[src/rtl/lmi_dcache_tag_nway.sv]
// N-way set-associative D-cache tag store: registered lookup, fill, set invalidate, flush walk and victim choice.
// Optional DC_TAG_PARITY_EN adds even parity per entry and a RSP_PERR output.
module lmi_dcache_tag_nway #(
    parameter int WAYS  = 2,
    parameter int WAY_W = 1,
    parameter int IDX_W = 6,
    parameter int TAG_W = 20
) (
    input  logic             CLK,
    input  logic             RESET,
    input  logic             REQ_VALID,
    output logic             REQ_READY,
    input  logic [IDX_W-1:0] REQ_IDX,
    input  logic [TAG_W-1:0] REQ_TAG,
    input  logic             REQ_KSEG1,
    input  logic             REQ_WR_WORD,
    input  logic             REQ_WR_PARTIAL,
    output logic             RSP_VALID,
    output logic             RSP_HIT,
    output logic             RSP_UNCACHED,
    output logic [WAY_W-1:0] RSP_WAY,
    output logic [WAY_W-1:0] RSP_VICTIM,
    output logic             RSP_WR_WORD_HIT,
    output logic             RSP_WR_PARTIAL_HIT,
    input  logic             FILL_VALID,
    input  logic [IDX_W-1:0] FILL_IDX,
    input  logic [WAY_W-1:0] FILL_WAY,
    input  logic [TAG_W-1:0] FILL_TAG,
    input  logic             INV_VALID,
    input  logic [IDX_W-1:0] INV_IDX,
    input  logic             FLUSH_REQ,
`ifdef DC_TAG_PARITY_EN
    output logic             RSP_PERR,
`endif
    output logic             FLUSH_BUSY
);
    localparam int SETS = 1 << IDX_W;
    localparam logic [0:0] ST_IDLE  = 1'b0;
    localparam logic [0:0] ST_FLUSH = 1'b1;

    logic [0:0]                    state_q, state_d;
    logic [IDX_W-1:0]              cnt_q, cnt_d;
    logic [SETS-1:0][WAYS-1:0]     valid_q, valid_d;
    logic [TAG_W-1:0]              tag_q [SETS][WAYS];
    logic [TAG_W-1:0]              tag_d [SETS][WAYS];
    logic [WAY_W-1:0]              ptr_q [SETS];
    logic [WAY_W-1:0]              ptr_d [SETS];
`ifdef DC_TAG_PARITY_EN
    logic [SETS-1:0][WAYS-1:0]     par_q, par_d;
    logic                          rsp_perr_q, rsp_perr_d;
`endif

    logic                          rsp_valid_q, rsp_valid_d;
    logic                          rsp_hit_q, rsp_hit_d;
    logic                          rsp_unc_q, rsp_unc_d;
    logic [WAY_W-1:0]              rsp_way_q, rsp_way_d;
    logic [WAY_W-1:0]              rsp_vic_q, rsp_vic_d;
    logic                          rsp_wrw_q, rsp_wrw_d;
    logic                          rsp_wrp_q, rsp_wrp_d;

    logic                          flush_busy, req_fire, cached_hit, perr;
    logic [WAYS-1:0]               way_ok, match;
    logic [WAY_W-1:0]              hit_way, victim;

    assign flush_busy = (state_q == ST_FLUSH);
    assign req_fire   = REQ_VALID & ~flush_busy;

    // Lookup reads the pre-edge array; same-cycle fills/invalidates are not bypassed.
    always_comb begin
        perr    = 1'b0;
        way_ok  = '0;
        match   = '0;
        for (int w = 0; w < WAYS; w++) begin
            way_ok[w] = valid_q[REQ_IDX][w];
`ifdef DC_TAG_PARITY_EN
            if (par_q[REQ_IDX][w] != ^{tag_q[REQ_IDX][w], valid_q[REQ_IDX][w]}) begin
                way_ok[w] = 1'b0;
                perr      = 1'b1;
            end
`endif
            match[w] = way_ok[w] && (tag_q[REQ_IDX][w] == REQ_TAG);
        end
        cached_hit = |match;
        hit_way    = '0;
        victim     = ptr_q[REQ_IDX];
        for (int w = WAYS - 1; w >= 0; w--) begin
            if (match[w])   hit_way = WAY_W'(w);
            if (!way_ok[w]) victim  = WAY_W'(w);
        end
        if (WAYS == 1) victim = '0;
    end

    always_comb begin
        rsp_valid_d = req_fire;
        rsp_hit_d   = req_fire & (cached_hit | REQ_KSEG1);
        rsp_unc_d   = req_fire & REQ_KSEG1;
        rsp_way_d   = req_fire ? hit_way : '0;
        rsp_vic_d   = req_fire ? victim : '0;
        rsp_wrw_d   = req_fire & REQ_WR_WORD & cached_hit & ~REQ_KSEG1;
        rsp_wrp_d   = req_fire & REQ_WR_PARTIAL & cached_hit & ~REQ_KSEG1;
`ifdef DC_TAG_PARITY_EN
        rsp_perr_d  = req_fire & perr;
`endif
    end

    always_comb begin
        state_d = state_q;
        cnt_d   = cnt_q;
        valid_d = valid_q;
        tag_d   = tag_q;
        ptr_d   = ptr_q;
`ifdef DC_TAG_PARITY_EN
        par_d   = par_q;
`endif
        if (state_q == ST_IDLE) begin
            if (FLUSH_REQ) begin
                state_d = ST_FLUSH;
                cnt_d   = '0;
            end
            if (FILL_VALID) begin
                for (int w = 0; w < WAYS; w++) begin
                    if (FILL_WAY == WAY_W'(w)) begin
                        tag_d[FILL_IDX][w]   = FILL_TAG;
                        valid_d[FILL_IDX][w] = 1'b1;
`ifdef DC_TAG_PARITY_EN
                        par_d[FILL_IDX][w]   = ^{FILL_TAG, 1'b1};
`endif
                    end
                end
                ptr_d[FILL_IDX] = (WAYS == 1) ? '0 : FILL_WAY + 1'b1;
            end
            // Applied after the fill so a same-set invalidate wins.
            if (INV_VALID) begin
                valid_d[INV_IDX] = '0;
`ifdef DC_TAG_PARITY_EN
                for (int w = 0; w < WAYS; w++) par_d[INV_IDX][w] = ^{tag_d[INV_IDX][w], 1'b0};
`endif
            end
        end else begin
            valid_d[cnt_q] = '0;
`ifdef DC_TAG_PARITY_EN
            for (int w = 0; w < WAYS; w++) par_d[cnt_q][w] = ^{tag_q[cnt_q][w], 1'b0};
`endif
            cnt_d = cnt_q + 1'b1;
            if (cnt_q == IDX_W'(SETS - 1)) state_d = ST_IDLE;
        end
    end

    always_ff @(posedge CLK) begin
        if (RESET) begin
            state_q     <= ST_IDLE;
            cnt_q       <= '0;
            valid_q     <= '0;
            ptr_q       <= '{default: '0};
            rsp_valid_q <= 1'b0;
            rsp_hit_q   <= 1'b0;
            rsp_unc_q   <= 1'b0;
            rsp_way_q   <= '0;
            rsp_vic_q   <= '0;
            rsp_wrw_q   <= 1'b0;
            rsp_wrp_q   <= 1'b0;
        end else begin
            state_q     <= state_d;
            cnt_q       <= cnt_d;
            valid_q     <= valid_d;
            ptr_q       <= ptr_d;
            rsp_valid_q <= rsp_valid_d;
            rsp_hit_q   <= rsp_hit_d;
            rsp_unc_q   <= rsp_unc_d;
            rsp_way_q   <= rsp_way_d;
            rsp_vic_q   <= rsp_vic_d;
            rsp_wrw_q   <= rsp_wrw_d;
            rsp_wrp_q   <= rsp_wrp_d;
        end
    end

`ifdef DC_TAG_PARITY_EN
    // Tags are zeroed on reset so the zero parity bits start out consistent.
    always_ff @(posedge CLK) begin
        if (RESET) begin
            tag_q      <= '{default: '0};
            par_q      <= '0;
            rsp_perr_q <= 1'b0;
        end else begin
            tag_q      <= tag_d;
            par_q      <= par_d;
            rsp_perr_q <= rsp_perr_d;
        end
    end
    assign RSP_PERR = rsp_perr_q;
`else
    always_ff @(posedge CLK) tag_q <= tag_d;
`endif

    assign REQ_READY          = ~flush_busy;
    assign FLUSH_BUSY         = flush_busy;
    assign RSP_VALID          = rsp_valid_q;
    assign RSP_HIT            = rsp_hit_q;
    assign RSP_UNCACHED       = rsp_unc_q;
    assign RSP_WAY            = rsp_way_q;
    assign RSP_VICTIM         = rsp_vic_q;
    assign RSP_WR_WORD_HIT    = rsp_wrw_q;
    assign RSP_WR_PARTIAL_HIT = rsp_wrp_q;
endmodule

[config.mk]
export PLATFORM = sky130hd
export DESIGN_NAME = lmi_dcache_tag_nway
export DESIGN_NICKNAME = d
export VERILOG_FILES = /design/src/rtl/lmi_dcache_tag_nway.sv
export SDC_FILE = /design/constraint.sdc
export NUM_CORES = 2
export LEC_CHECK = 0
export CAP_MARGIN = 30
export CORE_AREA = 2 2 542 544
export CTS_BUF_LIST = sky130_fd_sc_hd__clkbuf_16
export CTS_CLUSTER_SIZE = 24
export DETAILED_ROUTE_END_ITERATION = 7
export DIE_AREA = 0 0 544 546
export PLACE_DENSITY = 0.58
export SYNTH_ARGS = -nofsm -noshare
export SYNTH_HDL_FRONTEND = slang
export SYNTH_SLANG_ARGS = --single-unit
[constraint.sdc]
create_clock -name CLK -period 8.8 [get_ports CLK]
set_clock_uncertainty 0.2 [all_clocks]
set_input_delay 0.88 -clock CLK [delete_from_list [all_inputs] [get_ports CLK]]
set_output_delay 0.88 -clock CLK [all_outputs]
set_load 0.05 [all_outputs]
==> flow_summary.toml <==
[synth]
syn_area_per_cell_um2 = 15.39
synth_common_cells = "2560 x edfxtp_1, 1647 x nor2_1, 576 x mux4_2"
synth_ff_type = "edfxtp_1"
yosys_warnings = 0
synthAdderAreaFrac_pct = 0.01080
yosysUniqueCellTypes = 79
synth_edf_count = 2560
yosys_register_bits = 2766
synth_compound_area_share_pct = 4.223
synthTopCellsByArea = "edfxtp_1 66%, mux4_2 11%, nor2_1 5.3%, dfxtp_1 3.6%, mux2i_1 2.6%"
ys_seq_area_share_pct = 69.92
synth.area.mux_share_pct = 14.22
synth_top_family_by_area = "multiplexers"
async_flop_share_pct = 0
yosysMostFrequentCell = "edfxtp_1"
yosys.area_share.xor_xnor_pct = 0.3251
synth_nets = 7595
synth_top_area_cell = "edfxtp_1"
netlist_area_um2 = 115800
yosys.area_share.simple_pct = 8.538
synthCells = 7526
netlist.area_leader.share_pct = 66.36

[clock_tree]
cts_made_buffers = 309
clkTransAtPathRegs_ps = 60
postCtsSetupRepairBufs = 0
h-tree-depth = 5
ctsResizeCount = 0
cts_root_buf = "clkbuf_16"
clock_path_buffers = 4
clock_sinks = 2766
cts_hold_buf = 0
tritoncts = "built"
clock_latency_ps = 870

[cells_and_area]
final_nets = 7671
fin_cells = 11767
stdcell_area_um2 = 131400
drive_gt1_share_pct = 19.59
synthToLayoutAreaGrowth_pct = 13.44

[timing]
grt_setup_unrepaired = "false"
worst-slew-pin-transition_ps = 1249
holdWs_ps = 255.3
setup_tns_ps = 0
hold_viol_final = 0
fmax_mhz = 175.0
fin_ws_ps = 3086
finalCriticalPeriod_ps = 5714
report.final.slew_viol_count = 0
post-route-period-util_pct = 64.93
relSlewSlack_pct = 16.52
setup_violations = 0

[critical_path]
critical_path_arrival_ps = 6330
timing.critical_path.to = "RSP_WR_PARTIAL_HIT"
endpoint_kind = "register"
reg2reg_to = "RSP_WR_PARTIAL_HIT"
path_class = "in -> reg"
critPathRequiredTime_ps = 9410
reg2reg_from = "tag_q[325]"
reg2reg_depth = 10
critPathLaunchType = "input pin"
critPathLaunch = "REQ_IDX[0]"
rrSetupSlack_ps = 4160
critPathMaxFanout = 42

[power]
ir_drop_mv = 0.1642
power_density_nw_per_um2 = 215.5
power_leakage_nw = 39.14

[worst_hold_path]
min_path_type = "in -> reg"
hold-path-cell-count = 2

[flow_run]
max-cap-violations = 0

[route]
avgRoutedWirePerCell_um = 36.04
dr.first_iter.drc_count = 12825
routed_wl_mm = 424.1
wl_met1_mm = 155.1
vias = 73753
drc = 0
top_layer_used = "met5"
via_per_inst = 6.268
wl_met2_mm = 189.6
dr.pass1.iters = 6
ant_nets = 0
wl_met3_mm = 50.48

[global_routing]
grt_pass1_vias = 70232
grt_pass1_wl_mm = 579.4
gr-total-overflow = 0
antenna_found_initial = 29
grt_usage_pct = 28.10
grt_max_degree = 100

[die]
rows = 199
die_area_um2 = 297000
dieWidth_um = 544
initial_core_util_pct = 39.66
io_pins = 77
die_h_um = 546
core-area_um2 = 292100

[placed_design]
pre_cts_ws_ps = 2099
gp_congestion = 0.9959
place_hpwl_mm = 266.1
dp_cells = 11205
place_area_um2 = 121800
port_buffers = 76

[status]
status = "finished, final reports clean"
## report_power, final
| group | switching [mW] | internal, mW | leakage [nW] |
|---|---|---|---|
| registers | 0.0132 | 14.3 | 22.2 |
| logic | 1.19 | 0.446 | 12.1 |
| clock network | 5.37 | 7.02 | 4.87 |
| total | 6.57 | 21.8 | 39.1 |
## placed cells by master (no fill, tap or decap), types with 70 or more instances in the layout
| master | n |
|---|---|
| o22ai_1 | 70 |
| edfxtp_1 | 2560 |
| dfxtp_1 | 205 |
| mux2i_1 | 296 |
| a31oi_1 | 128 |
| mux4_2 | 576 |
| clkinv_1 | 90 |
| nand2_1 | 259 |
| buf_4 | 275 |
| clkbuf_16 | 316 |
| inv_1 | 86 |
| nor2_1 | 1574 |
| a21oi_1 | 181 |
| o21ai_0 | 92 |
| a22oi_1 | 105 |
| nand3_1 | 71 |
| nor3_1 | 126 |
## layer usage
metal | track usage [%] | up-vias
met5 | 0.4221 | -
met2 | 42.15 | 5334
met1 | 37.09 | 38435
li1 | - | 28909
met4 | 16.45 | 18
met3 | 6.919 | 1057
## registers in the layout (all words and copies together), names as in the netlist, 6 cells and up
signal and cells:
tag_q 2560, ptr_q 64, valid_q 128, cnt_q 6
## worst max-delay path, cell delays in order
cell	delay [ps]
buf_8	440
buf_4	580
buf_4	540
mux4_1	610
mux2i_1	230
o22ai_1	110
nor4_1	660
or3_1	200
o2111ai_1	110
a2111oi_0	690
nand4_1	240
o41a_1	690
nor3b_1	260
## worst min-delay path by stage
stage                     slack [ps]           to    startpoint
final                            260     cnt_q[0]         RESET
after global routing             230   tag_q[427]   FILL_TAG[7]
after CTS                        210   tag_q[156]  FILL_TAG[16]
after detailed placement         270    ptr_q[27]     ptr_q[27]
after global placement           250   valid_q[9]    valid_q[9]
after floorplan                  230  valid_q[12]   valid_q[12]
## final cells by class
class                   count  area, um2
inverters                  67      255.2
well taps                3919       4903
flip-flops and latches   2766      81000
multi-input cells        4067      32220
repair buffers            391       3462
clock inverters           225       1617
clock buffers             316       7908
fillers                 25502     160700
diodes                     16      40.04
## stage by stage
| stage | utilization, % | total power [mW] |
|---|---|---|
| 3_3_place_gp | 41.58 | 16.13 |
| 4_1_cts | 44.95 | 28.35 |
| 2_1_floorplan | - | 15.41 |
| 5_1_grt | 44.99 | 28.91 |
| 3_5_place_dp | 41.69 | 16.16 |
| 6_report | 44.99 | 28.32 |
## logic make-up (layout without fill, tap and decap cells)
family          Yosys count  after routing
flops                  2766           2766
fa+ha+maj                 1              1
simple gates           2369           2369
compound gates          746            746
other cells               0             16
mux                     908            908
xor+xnor                 43             43
buf+inv                 693            999
(Power assumes the default switching activity.)
==> variant: new RTL, same flow settings <==
Set the parameter `IDX_W` to 5 (it was 6).
--- a/src/rtl/lmi_dcache_tag_nway.sv
+++ b/src/rtl/lmi_dcache_tag_nway.sv
@@ -3,7 +3,7 @@
 module lmi_dcache_tag_nway #(
     parameter int WAYS  = 2,
     parameter int WAY_W = 1,
-    parameter int IDX_W = 6,
+    parameter int IDX_W = 5,
     parameter int TAG_W = 20
 ) (
     input  logic             CLK,
Interface: changed (resized FILL_IDX, INV_IDX and REQ_IDX); port bits go from 77 to 74. The function was not compared with the original's and may differ.
==> variant against the original RTL <==
Hold slack better by 0.019 ns. Register-to-register slack better by 0.92 ns. Area after synthesis down 50%. Final area down 48%. Wire length down 56%. Power down 51%. Sequential cell count down 1377. Critical path type unchanged. Highest routed layer unchanged. Largest power group unchanged. Worst setup slack better by 0.31 ns.
==> variant: results (changes against the original RTL) <==
min_path:
  whs_endpoint: "valid_q[27]"
place:
  dp.cells: 7743  # -31%
  dpl_cell_area_mm2: 0.0638  # -48%
  routabilityCongestion: 0.859  # -14%
  hpwl_um: 114000  # -57%
logic_synthesis:
  synthTopCellsByCount: "edfxtp_1 (1,280), nor2_1 (784), mux2i_1 (357)"
  ys_seq_area_share_pct: 70.0  # +0.080 points
  syn-num-nets: 3979  # -48%
  ys_types: 53  # -33%
  post_synth_inst_count: 3909  # -48%
route:
  wl_met1_um: 73200  # -53%
  wl_met2_um: 89900  # -53%
  wl_met3_um: 16600  # -67%
  drt-total-wl_um: 188000  # -56%
  drt_first_iter_violations: 5209  # -59%
worst_setup_path:
  path_max_fanout: 18  # -57%
  cp-startpoint: "REQ_IDX[4]"
  cp_top_family: "buffers and inverters"
grt:
  grt_start_max_net_pins: 112  # +12%
  grt_util_met3_pct: 2.52  # -4.4 points
  grt_use_met2_pct: 19.9  # -22 points
  first_global_vias: 34900  # -50%
  met1_usage_pct: 15.6  # -21 points
finish:
  drive_above_1_share_pct: 14.9  # -4.7 points
  n_fill_cell: 30200  # +19%
timing:
  timing.hold.ws_ns: 0.274  # +0.0185 ns
clocking:
  numCtsBuffers: 148  # -52%
  max-clock-path-buffers: 3  # -1
status:
  outcome: "completed"
variant: cell types whose count changed after synthesis, sizes merged, moves of 58 or more:
| cell | before | now |
|---|---|---|
| nor3 | 128 | 12 |
| dfxtp | 206 | 109 |
| nand2 | 285 | 141 |
| mux2i | 296 | 357 |
| mux4 | 585 | 188 |
| a31oi | 128 | 60 |
| clkbuf | 396 | 140 |
| buf | 230 | 172 |
| edfxtp | 2560 | 1280 |
| nor2 | 1647 | 786 |
variant: logic make-up after synthesis:
logic type | share of synthesized area [%]
fa+ha+maj | 0.108
compound gates | 5.58
flops | 70.0
simple gates | 7.55
mux | 13.6
xor+xnor | 0.589
buf+inv | 2.60
variant: where the power goes:
part           switching (W)  leakage, nW  total (W)  internal, W
Clock                0.00266         2.42    0.00604      0.00338
Combinational       0.000534         6.99   0.000764     0.000230
Sequential        0.00000797         11.1    0.00719      0.00718
Total                0.00320         20.6     0.0140       0.0108
variant: worst max path at each step:
stage / slack, ns / to / cells after the start
after floorplan: 5.16 / RSP_WR_PARTIAL_HIT / 13
after global placement: 2.65 / RSP_WR_PARTIAL_HIT / 11
after detailed placement: 2.77 / RSP_WR_PARTIAL_HIT / 11
after CTS: 3.59 / RSP_WR_PARTIAL_HIT / 11
after global routing: 3.36 / RSP_WR_PARTIAL_HIT / 11
final: 3.39 / RSP_WR_PARTIAL_HIT / 11
variant: layout make-up:
type	count	share of cell area [%]
Timing Repair Buffer	229	3.05
Inverter	41	0.224
Tap cell	3919	7.15
Antenna cell	7	0.0255
Sequential cell	1389	59.2
Multi-Input combinational cell	2167	23.5
Clock inverter	121	1.33
Clock buffer	150	5.47
